File: src/rtl/ps2_matrix.sv
// ps2_matrix
// PS/2 set-2 keyboard receiver feeding the ZX Spectrum 8x5 key matrix.
// Conditions the raw PS/2 lines, receives and validates 11-bit frames,
// decodes E0/F0 prefixed scan codes into a 40-bit pressed-key register and
// answers the ULA half-row selection on a[15:8] combinationally. It also
// pulses nmi on F5 make and rstReq on Ctrl+Alt+Del.
//
// Optional feature macro: ZXKYP_COMPOSITE_KEYS_EN
//   When defined, the arrow keys and Backspace map to CS plus a digit
//   through a separate composite register. When undefined, those codes are
//   unmapped.
module ps2_matrix #(
    parameter int TIMEOUT = 70000,
    parameter int FILTER  = 4
) (
    input  logic       clock,
    input  logic       reset,
    input  logic       ps2Clock,
    input  logic       ps2Data,
    input  logic [7:0] a,
    output logic [4:0] keys,
    output logic [7:0] code,
    output logic       strobe,
    output logic       nmi,
    output logic       rstReq
);

    localparam int TW = $clog2(TIMEOUT + 1);
    localparam int FW = (FILTER > 1) ? $clog2(FILTER) : 1;

    // Receiver states
    localparam logic [1:0] ST_IDLE   = 2'd0;
    localparam logic [1:0] ST_DATA   = 2'd1;
    localparam logic [1:0] ST_PARITY = 2'd2;
    localparam logic [1:0] ST_STOP   = 2'd3;

    // Matrix bit positions used outside the main lookup (row * 5 + column)
    localparam int IDX_CS = 0;

    // ------------------------------------------------------------------
    // Input conditioning
    // ------------------------------------------------------------------
    logic          r_clk_s1;
    logic          r_clk_s2;
    logic          r_dat_s1;
    logic          r_dat_s2;
    logic          r_clk_filt;
    logic [FW-1:0] r_filt_cnt;
    logic          w_fall;

    // Two-flop synchronisers for the asynchronous PS/2 lines
    // NOTE: sequential state uses non-blocking assignments so every flop samples pre-edge values.
    always_ff @(posedge clock or posedge reset) begin
        if (reset) begin
            // NOTE: sync flops reset to the idle-high line level so reset release never fakes a falling edge.
            r_clk_s1 <= 1'b1;
            r_clk_s2 <= 1'b1;
            r_dat_s1 <= 1'b1;
            r_dat_s2 <= 1'b1;
        end else begin
            r_clk_s1 <= ps2Clock;
            r_clk_s2 <= r_clk_s1;
            r_dat_s1 <= ps2Data;
            r_dat_s2 <= r_dat_s1;
        end
    end

    // Glitch filter: the level follows the synchronised clock only after FILTER equal samples
    always_ff @(posedge clock or posedge reset) begin
        if (reset) begin
            r_clk_filt <= 1'b1;
            r_filt_cnt <= '0;
        end else if (r_clk_s2 == r_clk_filt) begin
            r_filt_cnt <= '0;
        end else if (r_filt_cnt == FW'(FILTER - 1)) begin
            r_clk_filt <= r_clk_s2;
            r_filt_cnt <= '0;
        end else begin
            r_filt_cnt <= r_filt_cnt + 1'b1;
        end
    end

    // Falling edge of the filtered clock, valid in the cycle the level flips
    assign w_fall = r_clk_filt & ~r_clk_s2 & (r_filt_cnt == FW'(FILTER - 1));

    // ------------------------------------------------------------------
    // Frame receiver
    // ------------------------------------------------------------------
    logic [1:0]    r_state;
    logic [2:0]    r_bitcnt;
    logic [7:0]    r_shift;
    logic          r_par_ok;
    logic [TW-1:0] r_tmo;
    logic          w_frame_ok;
    logic [7:0]    w_byte;

    // Serial frame FSM with inter-edge timeout that abandons stalled frames
    always_ff @(posedge clock or posedge reset) begin
        if (reset) begin
            r_state  <= ST_IDLE;
            r_bitcnt <= '0;
            r_shift  <= '0;
            r_par_ok <= 1'b0;
            r_tmo    <= '0;
        end else if (w_fall) begin
            r_tmo <= '0;
            case (r_state)
                ST_IDLE: begin
                    if (!r_dat_s2) begin
                        r_state  <= ST_DATA;
                        r_bitcnt <= '0;
                    end
                end
                ST_DATA: begin
                    r_shift  <= {r_dat_s2, r_shift[7:1]};
                    r_bitcnt <= r_bitcnt + 1'b1;
                    if (r_bitcnt == 3'd7) begin
                        r_state <= ST_PARITY;
                    end
                end
                ST_PARITY: begin
                    r_par_ok <= ^{r_shift, r_dat_s2};
                    r_state  <= ST_STOP;
                end
                default: begin
                    r_state <= ST_IDLE;
                end
            endcase
        end else if (r_state != ST_IDLE) begin
            if (r_tmo == TW'(TIMEOUT - 1)) begin
                r_state <= ST_IDLE;
                r_tmo   <= '0;
            end else begin
                r_tmo <= r_tmo + 1'b1;
            end
        end else begin
            r_tmo <= '0;
        end
    end

    assign w_frame_ok = w_fall && (r_state == ST_STOP) && r_dat_s2 && r_par_ok;
    assign w_byte     = r_shift;

    // Last good byte and its one-cycle strobe
    always_ff @(posedge clock or posedge reset) begin
        if (reset) begin
            code   <= 8'h00;
            strobe <= 1'b0;
        end else begin
            strobe <= w_frame_ok;
            if (w_frame_ok) begin
                code <= w_byte;
            end
        end
    end

    // ------------------------------------------------------------------
    // Scan code decoder
    // ------------------------------------------------------------------
    logic        r_ext;
    logic        r_rel;
    logic        r_ctrl;
    logic        r_alt;
    logic        r_nmi;
    logic        r_rst_req;
    logic [39:0] r_matrix;
    logic [39:0] w_eff;
    logic        w_map_hit;
    logic [5:0]  w_map_idx;
    logic        w_key_byte;
    logic        w_bat;

    assign w_key_byte = w_frame_ok && (w_byte != 8'hE0) && (w_byte != 8'hF0);
    assign w_bat      = w_key_byte && !r_ext && !r_rel && (w_byte == 8'hAA);

    // Scan code to matrix position lookup (row * 5 + column)
    always_comb begin
        // NOTE: defaults first so no path through the case leaves an output unassigned (no latch).
        w_map_hit = 1'b1;
        w_map_idx = 6'd0;
        case ({r_ext, w_byte})
            9'h012, 9'h059: w_map_idx = 6'd0;   // CS
            9'h01A: w_map_idx = 6'd1;           // Z
            9'h022: w_map_idx = 6'd2;           // X
            9'h021: w_map_idx = 6'd3;           // C
            9'h02A: w_map_idx = 6'd4;           // V
            9'h01C: w_map_idx = 6'd5;           // A
            9'h01B: w_map_idx = 6'd6;           // S
            9'h023: w_map_idx = 6'd7;           // D
            9'h02B: w_map_idx = 6'd8;           // F
            9'h034: w_map_idx = 6'd9;           // G
            9'h015: w_map_idx = 6'd10;          // Q
            9'h01D: w_map_idx = 6'd11;          // W
            9'h024: w_map_idx = 6'd12;          // E
            9'h02D: w_map_idx = 6'd13;          // R
            9'h02C: w_map_idx = 6'd14;          // T
            9'h016: w_map_idx = 6'd15;          // 1
            9'h01E: w_map_idx = 6'd16;          // 2
            9'h026: w_map_idx = 6'd17;          // 3
            9'h025: w_map_idx = 6'd18;          // 4
            9'h02E: w_map_idx = 6'd19;          // 5
            9'h045: w_map_idx = 6'd20;          // 0
            9'h046: w_map_idx = 6'd21;          // 9
            9'h03E: w_map_idx = 6'd22;          // 8
            9'h03D: w_map_idx = 6'd23;          // 7
            9'h036: w_map_idx = 6'd24;          // 6
            9'h04D: w_map_idx = 6'd25;          // P
            9'h044: w_map_idx = 6'd26;          // O
            9'h043: w_map_idx = 6'd27;          // I
            9'h03C: w_map_idx = 6'd28;          // U
            9'h035: w_map_idx = 6'd29;          // Y
            9'h05A: w_map_idx = 6'd30;          // ENTER
            9'h04B: w_map_idx = 6'd31;          // L
            9'h042: w_map_idx = 6'd32;          // K
            9'h03B: w_map_idx = 6'd33;          // J
            9'h033: w_map_idx = 6'd34;          // H
            9'h029: w_map_idx = 6'd35;          // SPACE
            9'h014, 9'h114: w_map_idx = 6'd36;  // SS (either Ctrl)
            9'h03A: w_map_idx = 6'd37;          // M
            9'h031: w_map_idx = 6'd38;          // N
            9'h032: w_map_idx = 6'd39;          // B
            default: w_map_hit = 1'b0;
        endcase
    end

    // Prefix tracking, matrix update, Ctrl/Alt flags and host request pulses
    always_ff @(posedge clock or posedge reset) begin
        if (reset) begin
            r_ext     <= 1'b0;
            r_rel     <= 1'b0;
            r_ctrl    <= 1'b0;
            r_alt     <= 1'b0;
            r_nmi     <= 1'b0;
            r_rst_req <= 1'b0;
            r_matrix  <= '0;
        end else begin
            r_nmi     <= 1'b0;
            r_rst_req <= 1'b0;
            if (w_frame_ok && (w_byte == 8'hE0)) begin
                r_ext <= 1'b1;
            end else if (w_frame_ok && (w_byte == 8'hF0)) begin
                r_rel <= 1'b1;
            end else if (w_key_byte) begin
                r_ext <= 1'b0;
                r_rel <= 1'b0;
                if (w_bat) begin
                    // Keyboard self-test / hotplug: forget every held key
                    r_matrix <= '0;
                    r_ctrl   <= 1'b0;
                    r_alt    <= 1'b0;
                end else begin
                    if (w_map_hit) begin
                        r_matrix[w_map_idx] <= ~r_rel;
                    end
                    if (w_byte == 8'h14) begin
                        r_ctrl <= ~r_rel;
                    end
                    if (w_byte == 8'h11) begin
                        r_alt <= ~r_rel;
                    end
                    r_nmi     <= !r_ext && !r_rel && (w_byte == 8'h03);
                    r_rst_req <= r_ext && !r_rel && (w_byte == 8'h71) && r_ctrl && r_alt;
                end
            end
        end
    end

    assign nmi    = r_nmi;
    assign rstReq = r_rst_req;

`ifdef ZXKYP_COMPOSITE_KEYS_EN
    // ------------------------------------------------------------------
    // Composite keys: each arrow / Backspace holds CS plus one digit
    // bit 0: left -> 5, 1: down -> 6, 2: up -> 7, 3: right -> 8, 4: bksp -> 0
    // ------------------------------------------------------------------
    logic [4:0] r_comp;
    logic       w_comp_hit;
    logic [2:0] w_comp_idx;

    // Composite key lookup
    always_comb begin
        w_comp_hit = 1'b1;
        w_comp_idx = 3'd0;
        case ({r_ext, w_byte})
            9'h16B: w_comp_idx = 3'd0;
            9'h172: w_comp_idx = 3'd1;
            9'h175: w_comp_idx = 3'd2;
            9'h174: w_comp_idx = 3'd3;
            9'h066: w_comp_idx = 3'd4;
            default: w_comp_hit = 1'b0;
        endcase
    end

    // Composite register kept apart from the real matrix so arrow releases never drop a held Shift
    always_ff @(posedge clock or posedge reset) begin
        if (reset) begin
            r_comp <= '0;
        end else if (w_key_byte) begin
            if (w_bat) begin
                r_comp <= '0;
            end else if (w_comp_hit) begin
                r_comp[w_comp_idx] <= ~r_rel;
            end
        end
    end

    // Effective matrix: real keys with composite CS and digit bits merged in
    always_comb begin
        w_eff          = r_matrix;
        w_eff[IDX_CS]  = r_matrix[IDX_CS] | (|r_comp);
        w_eff[19]      = r_matrix[19] | r_comp[0];
        w_eff[24]      = r_matrix[24] | r_comp[1];
        w_eff[23]      = r_matrix[23] | r_comp[2];
        w_eff[22]      = r_matrix[22] | r_comp[3];
        w_eff[20]      = r_matrix[20] | r_comp[4];
    end
`else
    assign w_eff = r_matrix;
`endif

    // ------------------------------------------------------------------
    // Read path
    // ------------------------------------------------------------------
    logic [4:0] w_keys;

    // Active-low column data: a column reads 0 if any selected half-row has that key held
    always_comb begin
        w_keys = 5'b11111;
        for (int r = 0; r < 8; r++) begin
            for (int c = 0; c < 5; c++) begin
                if (w_eff[r*5+c] && !a[r]) begin
                    w_keys[c] = 1'b0;
                end
            end
        end
    end

    assign keys = w_keys;

endmodule

File: config.mk
export PLATFORM = sky130hd
export DESIGN_NAME = ps2_matrix
export DESIGN_NICKNAME = d
export VERILOG_FILES = /design/src/rtl/ps2_matrix.sv
export SDC_FILE = /design/constraint.sdc
export NUM_CORES = 1
export LEC_CHECK = 0
export CELL_PAD_IN_SITES_DETAIL_PLACEMENT = 1
export CELL_PAD_IN_SITES_GLOBAL_PLACEMENT = 2
export CORE_MARGIN = 3
export CORE_UTILIZATION = 40
export DETAILED_ROUTE_END_ITERATION = 6
export PLACE_DENSITY = 0.88
export RECOVER_POWER = 50
export REMOVE_ABC_BUFFERS = 1
export SYNTH_ARGS = -nofsm -noshare
export SYNTH_HDL_FRONTEND = slang
export SYNTH_SLANG_ARGS = --single-unit
File: constraint.sdc
create_clock -name clock -period 8.2 [get_ports clock]
set_clock_uncertainty 0.15 [all_clocks]
set_input_delay 1.64 -clock clock [delete_from_list [all_inputs] [get_ports clock]]
set_output_delay 1.64 -clock clock [all_outputs]
set_load 0.005 [all_outputs]
==> summary.txt <==
Run status
  – Outcome: complete, but fails checks
  – Violations in the final reports: max-capacitance violations, max-slew violations

Die
  – Top-Level Pins: 28
  – Number of standard-cell rows in the floorplan: 42
  – Effective utilization at floorplan: 0.415
  – Area of the core: 13400 sq um
  – Area of the die: 15300 sq um
  – Floorplan die height: 124 um
  – Die width: 124 um

Global route
  – Maximum number of pins on one net before global-route repair: 62
  – Global router's overall resource usage: 0.251
  – Residual overflow from global routing: 0
  – Wire length of the first global-routing pass: 29.6 mm
  – Number of antenna violations at the first check in global routing: 0
  – Via count of the first global-routing pass: 5335

Synth
  – Netlist area before placement: 5560 sq um
  – Area share of xor/xnor cells in the synthesized design: 0.0347
  – Multiplexer area fraction after synthesis: 0.00721
  – Synthesis-stage register bit count: 93
  – Average cell area after synthesis: 8.50 sq um
  – Synthesized-area fraction occupied by ao, oa, aoi and oai cells: 0.212
  – Post-synth EDFFs: 0
  – Number of synthesis warnings: 0
  – Cell variety after synth: 70
  – Sequential cell area fraction in the yosys report: 0.420
  – Most used flip-flop cell after synthesis: dfrtp_1
  – Adder-cell share of the synthesized area: 0.0203
  – Basic-gate share of the synthesized area counting and, or, nand and nor cells: 0.231
  – Post-synthesis async set-or-reset flop share: 1.00
  – Post-Syn Instances: 654
  – Largest family of logic cells by synthesized area: simple AND/OR/NAND/NOR gates

Drt
  – Met3 wire len: 862 um
  – Total wirelength of the detailed-routed design: 18.1 mm
  – Mean routed wirelength per cell: 21.4 um
  – ANT nets after route: 0
  – DRC violations left: 0
  – M1 WL: 8.15 mm
  – Vias per inst: 6.03
  – Initial DRT Pass Iterations: 5
  – Vias: 5093
  – Highest routed metal layer: met4
  – Number of DRC markers after the initial detailed-route iteration: 373
  – Met2 wire length: 8.61 mm

Pwr
  – Static leakage: 2.44 nW
  – Power density normalized to cell area: 156 nW/um^2
  – Worst IR drop on VDD: 0.103 mV

Worst hold path
  – Hold WC Path Type: flop to flop

Worst setup path
  – Worst Path Class, Setup: input pin to output port
  – CP Data Required Time: 6.41 ns
  – CP Launch Type: input pin
  – Element type at the critical path end: output port
  – Crit path max fanout: 5
  – Data arrival time at the worst-slack endpoint: 3.28 ns

Clocking
  – Count of buffers added by post-CTS timing repair for setup: 0
  – TritonCTS Sinks: 93
  – Clock insertion delay at the later pin of the skew report: 0.36 ns
  – TritonCTS clock tree: done
  – Total number of H-tree levels: 3
  – Maximum count of clock buffers along a single path: 2
  – Cts-stage hold buffer count: 0
  – Count of instances resized after the clock tree is built: 0
  – Root Buffer Master: clkbuf_16
  – Clock transition at the register clock pins on the worst setup and hold paths after CTS: 0.06 ns
  – Number of CTS-inserted buffers: 9

STA
  – Period minus WS final: 5.07 ns
  – Worst slew margin relative to its limit: -0.0289
  – Max Fclk: 0.197 GHz
  – PnR worst setup slack: 3.13 ns
  – Slew at the pin with the worst max-slew slack: 1.53 ns
  – Crit share post-route: 0.618
  – Max-slew violation total from the final report: 34
  – Hold violation total from the final report: 0
  – Sum of negative setup slack: 0 ns
  – Finish-stage setup viols: 0
  – Unrepaired setup endpoints after global routing: no

Final layout
  – Diodes inserted: 0
  – Layout cells sized above 1: 0.0674
  – Layout overhead on the synthesized area: 11.9%
  – Total number of nets in the final design: 684

Placement
  – Final GP Congestion: 0.935
  – Port Buffers: 27
  – Estimated wirelength of the detail-placed design: 12.9 mm
  – Worst slack after detailed placement: 3.15 ns

Flow run
  – Number of max-capacitance violations reported: 1
[kinds of logic after synthesis]
family,after synthesis
muxes,4
DFF,93
and+or+nand+nor,237
adders and majority gates,9
buffers and inverters,90
AOI/OAI and AO/OA,199
xor gates and xnor gates,22
[path summary, 6_finish.rpt]
kind / start / end / slack, ns / cells after the start
worst max-delay path: a[1] / keys[0] / 3.13 / 4
worst min-delay path: r_clk_s1 / r_clk_s2 / 0.21 / 0
worst max register to register: r_shift[3] / r_matrix[12] / 3.82 / 7
worst min register to register: r_clk_s1 / r_clk_s2 / 0.21 / 0
max in group asynchronous: reset / r_matrix[30] / 4.54 / 3
min in group asynchronous: reset / code[7] / 1.94 / 2
[sequential cells by signal (all words and copies together) (netlist names)]
name	flops
r_matrix	40
r_tmo	17
code	8
r_shift	8
r_bitcnt	3
r_filt_cnt	2
r_state	2
nmi	1
r_alt	1
r_clk_filt	1
r_clk_s1	1
r_clk_s2	1
r_ctrl	1
r_dat_s1	1
r_dat_s2	1
r_ext	1
r_par_ok	1
r_rel	1
rstReq	1
strobe	1
[cell usage after synthesis, types with 4 or more instances]
cell,count,area share
nand3_1,29,0.026
or2_2,5,0.0056
nor3_2,5,0.0090
a2111oi_0,4,0.0063
inv_1,52,0.035
a22oi_1,6,0.0081
clkbuf_1,12,0.0081
nor2_1,43,0.029
and3_1,8,0.0090
a31oi_1,5,0.0056
a21oi_1,42,0.038
nor3_1,7,0.0063
nor4bb_1,4,0.0072
dfrtp_1,88,0.40
and2_1,4,0.0045
o31ai_1,4,0.0054
dfstp_2,5,0.024
buf_6,7,0.014
buf_2,13,0.012
nor4_1,11,0.012
ha_1,9,0.020
mux2i_1,4,0.0072
o21ai_1,6,0.0054
xor2_1,7,0.011
nor2b_1,13,0.015
o21ai_0,79,0.071
nand4_1,9,0.010
o22ai_1,25,0.028
or3_1,6,0.0068
xnor2_1,15,0.024
nand2_1,68,0.046
[cell usage in the layout (no fill, tap or decap), drive strengths merged, types with 6 or more instances in the layout]
master	Yosys	layout
dlygate4sd3	0	14
nor2b	13	13
xor2	7	7
a21oi	43	43
clkdlybuf4s50	0	13
or3	6	6
inv	52	52
dfrtp	88	88
nor2	43	43
a22oi	6	6
xnor2	15	15
nand4	10	10
ha	9	9
nor3	12	12
buf	25	7
nor4	11	11
o21ai	85	85
and3	8	8
nand3	29	29
clkbuf	12	12
nand2	70	70
o22ai	25	25
[where the power goes]
part           internal, mW  switching [mW]
combinational        0.0134          0.0221
clock                 0.277           0.188
sequential            0.468         0.00319
total                 0.758           0.213
[critical path, cell delays in order]
cell             delay [ns]
clkdlybuf4s50_1        0.58
o22ai_1                0.14
nor4_1                 0.35
clkdlybuf4s50_1        0.57
[metrics by stage]
| stage | std cells | hold slack [ns] | power, mW | instance area, sq um | utilization |
|---|---|---|---|---|---|
| after global routing | 844 | 0.213 | 1.01 | 6220 | 0.464 |
| after detailed placement | 828 | 0.202 | 0.517 | 5910 | 0.441 |
| final | 844 | 0.209 | 0.972 | 6220 | 0.464 |
| after CTS | 844 | 0.210 | 0.979 | 6230 | 0.465 |
| after floorplan | 617 | 0.195 | 0.501 | 5340 | - |
| after global placement | 828 | 0.196 | 0.515 | 5910 | 0.441 |
[final cells by class]
class,count,area (sq um)
clock buffer,11,243
clock inverter,5,82.6
fill,1595,7180
inverter,53,200
multi-input combinational,471,2810
sequential,93,2330
tap,176,220
timing repair buffer,35,327
[routing by layer]
layer / vias up / GRT usage
met5: - / 0
met4: 0 / 0.0900
met3: 35 / 0.0477
met2: 143 / 0.399
met1: 2565 / 0.342
li1: 2350 / -
Power figures use the tool's default switching activity.
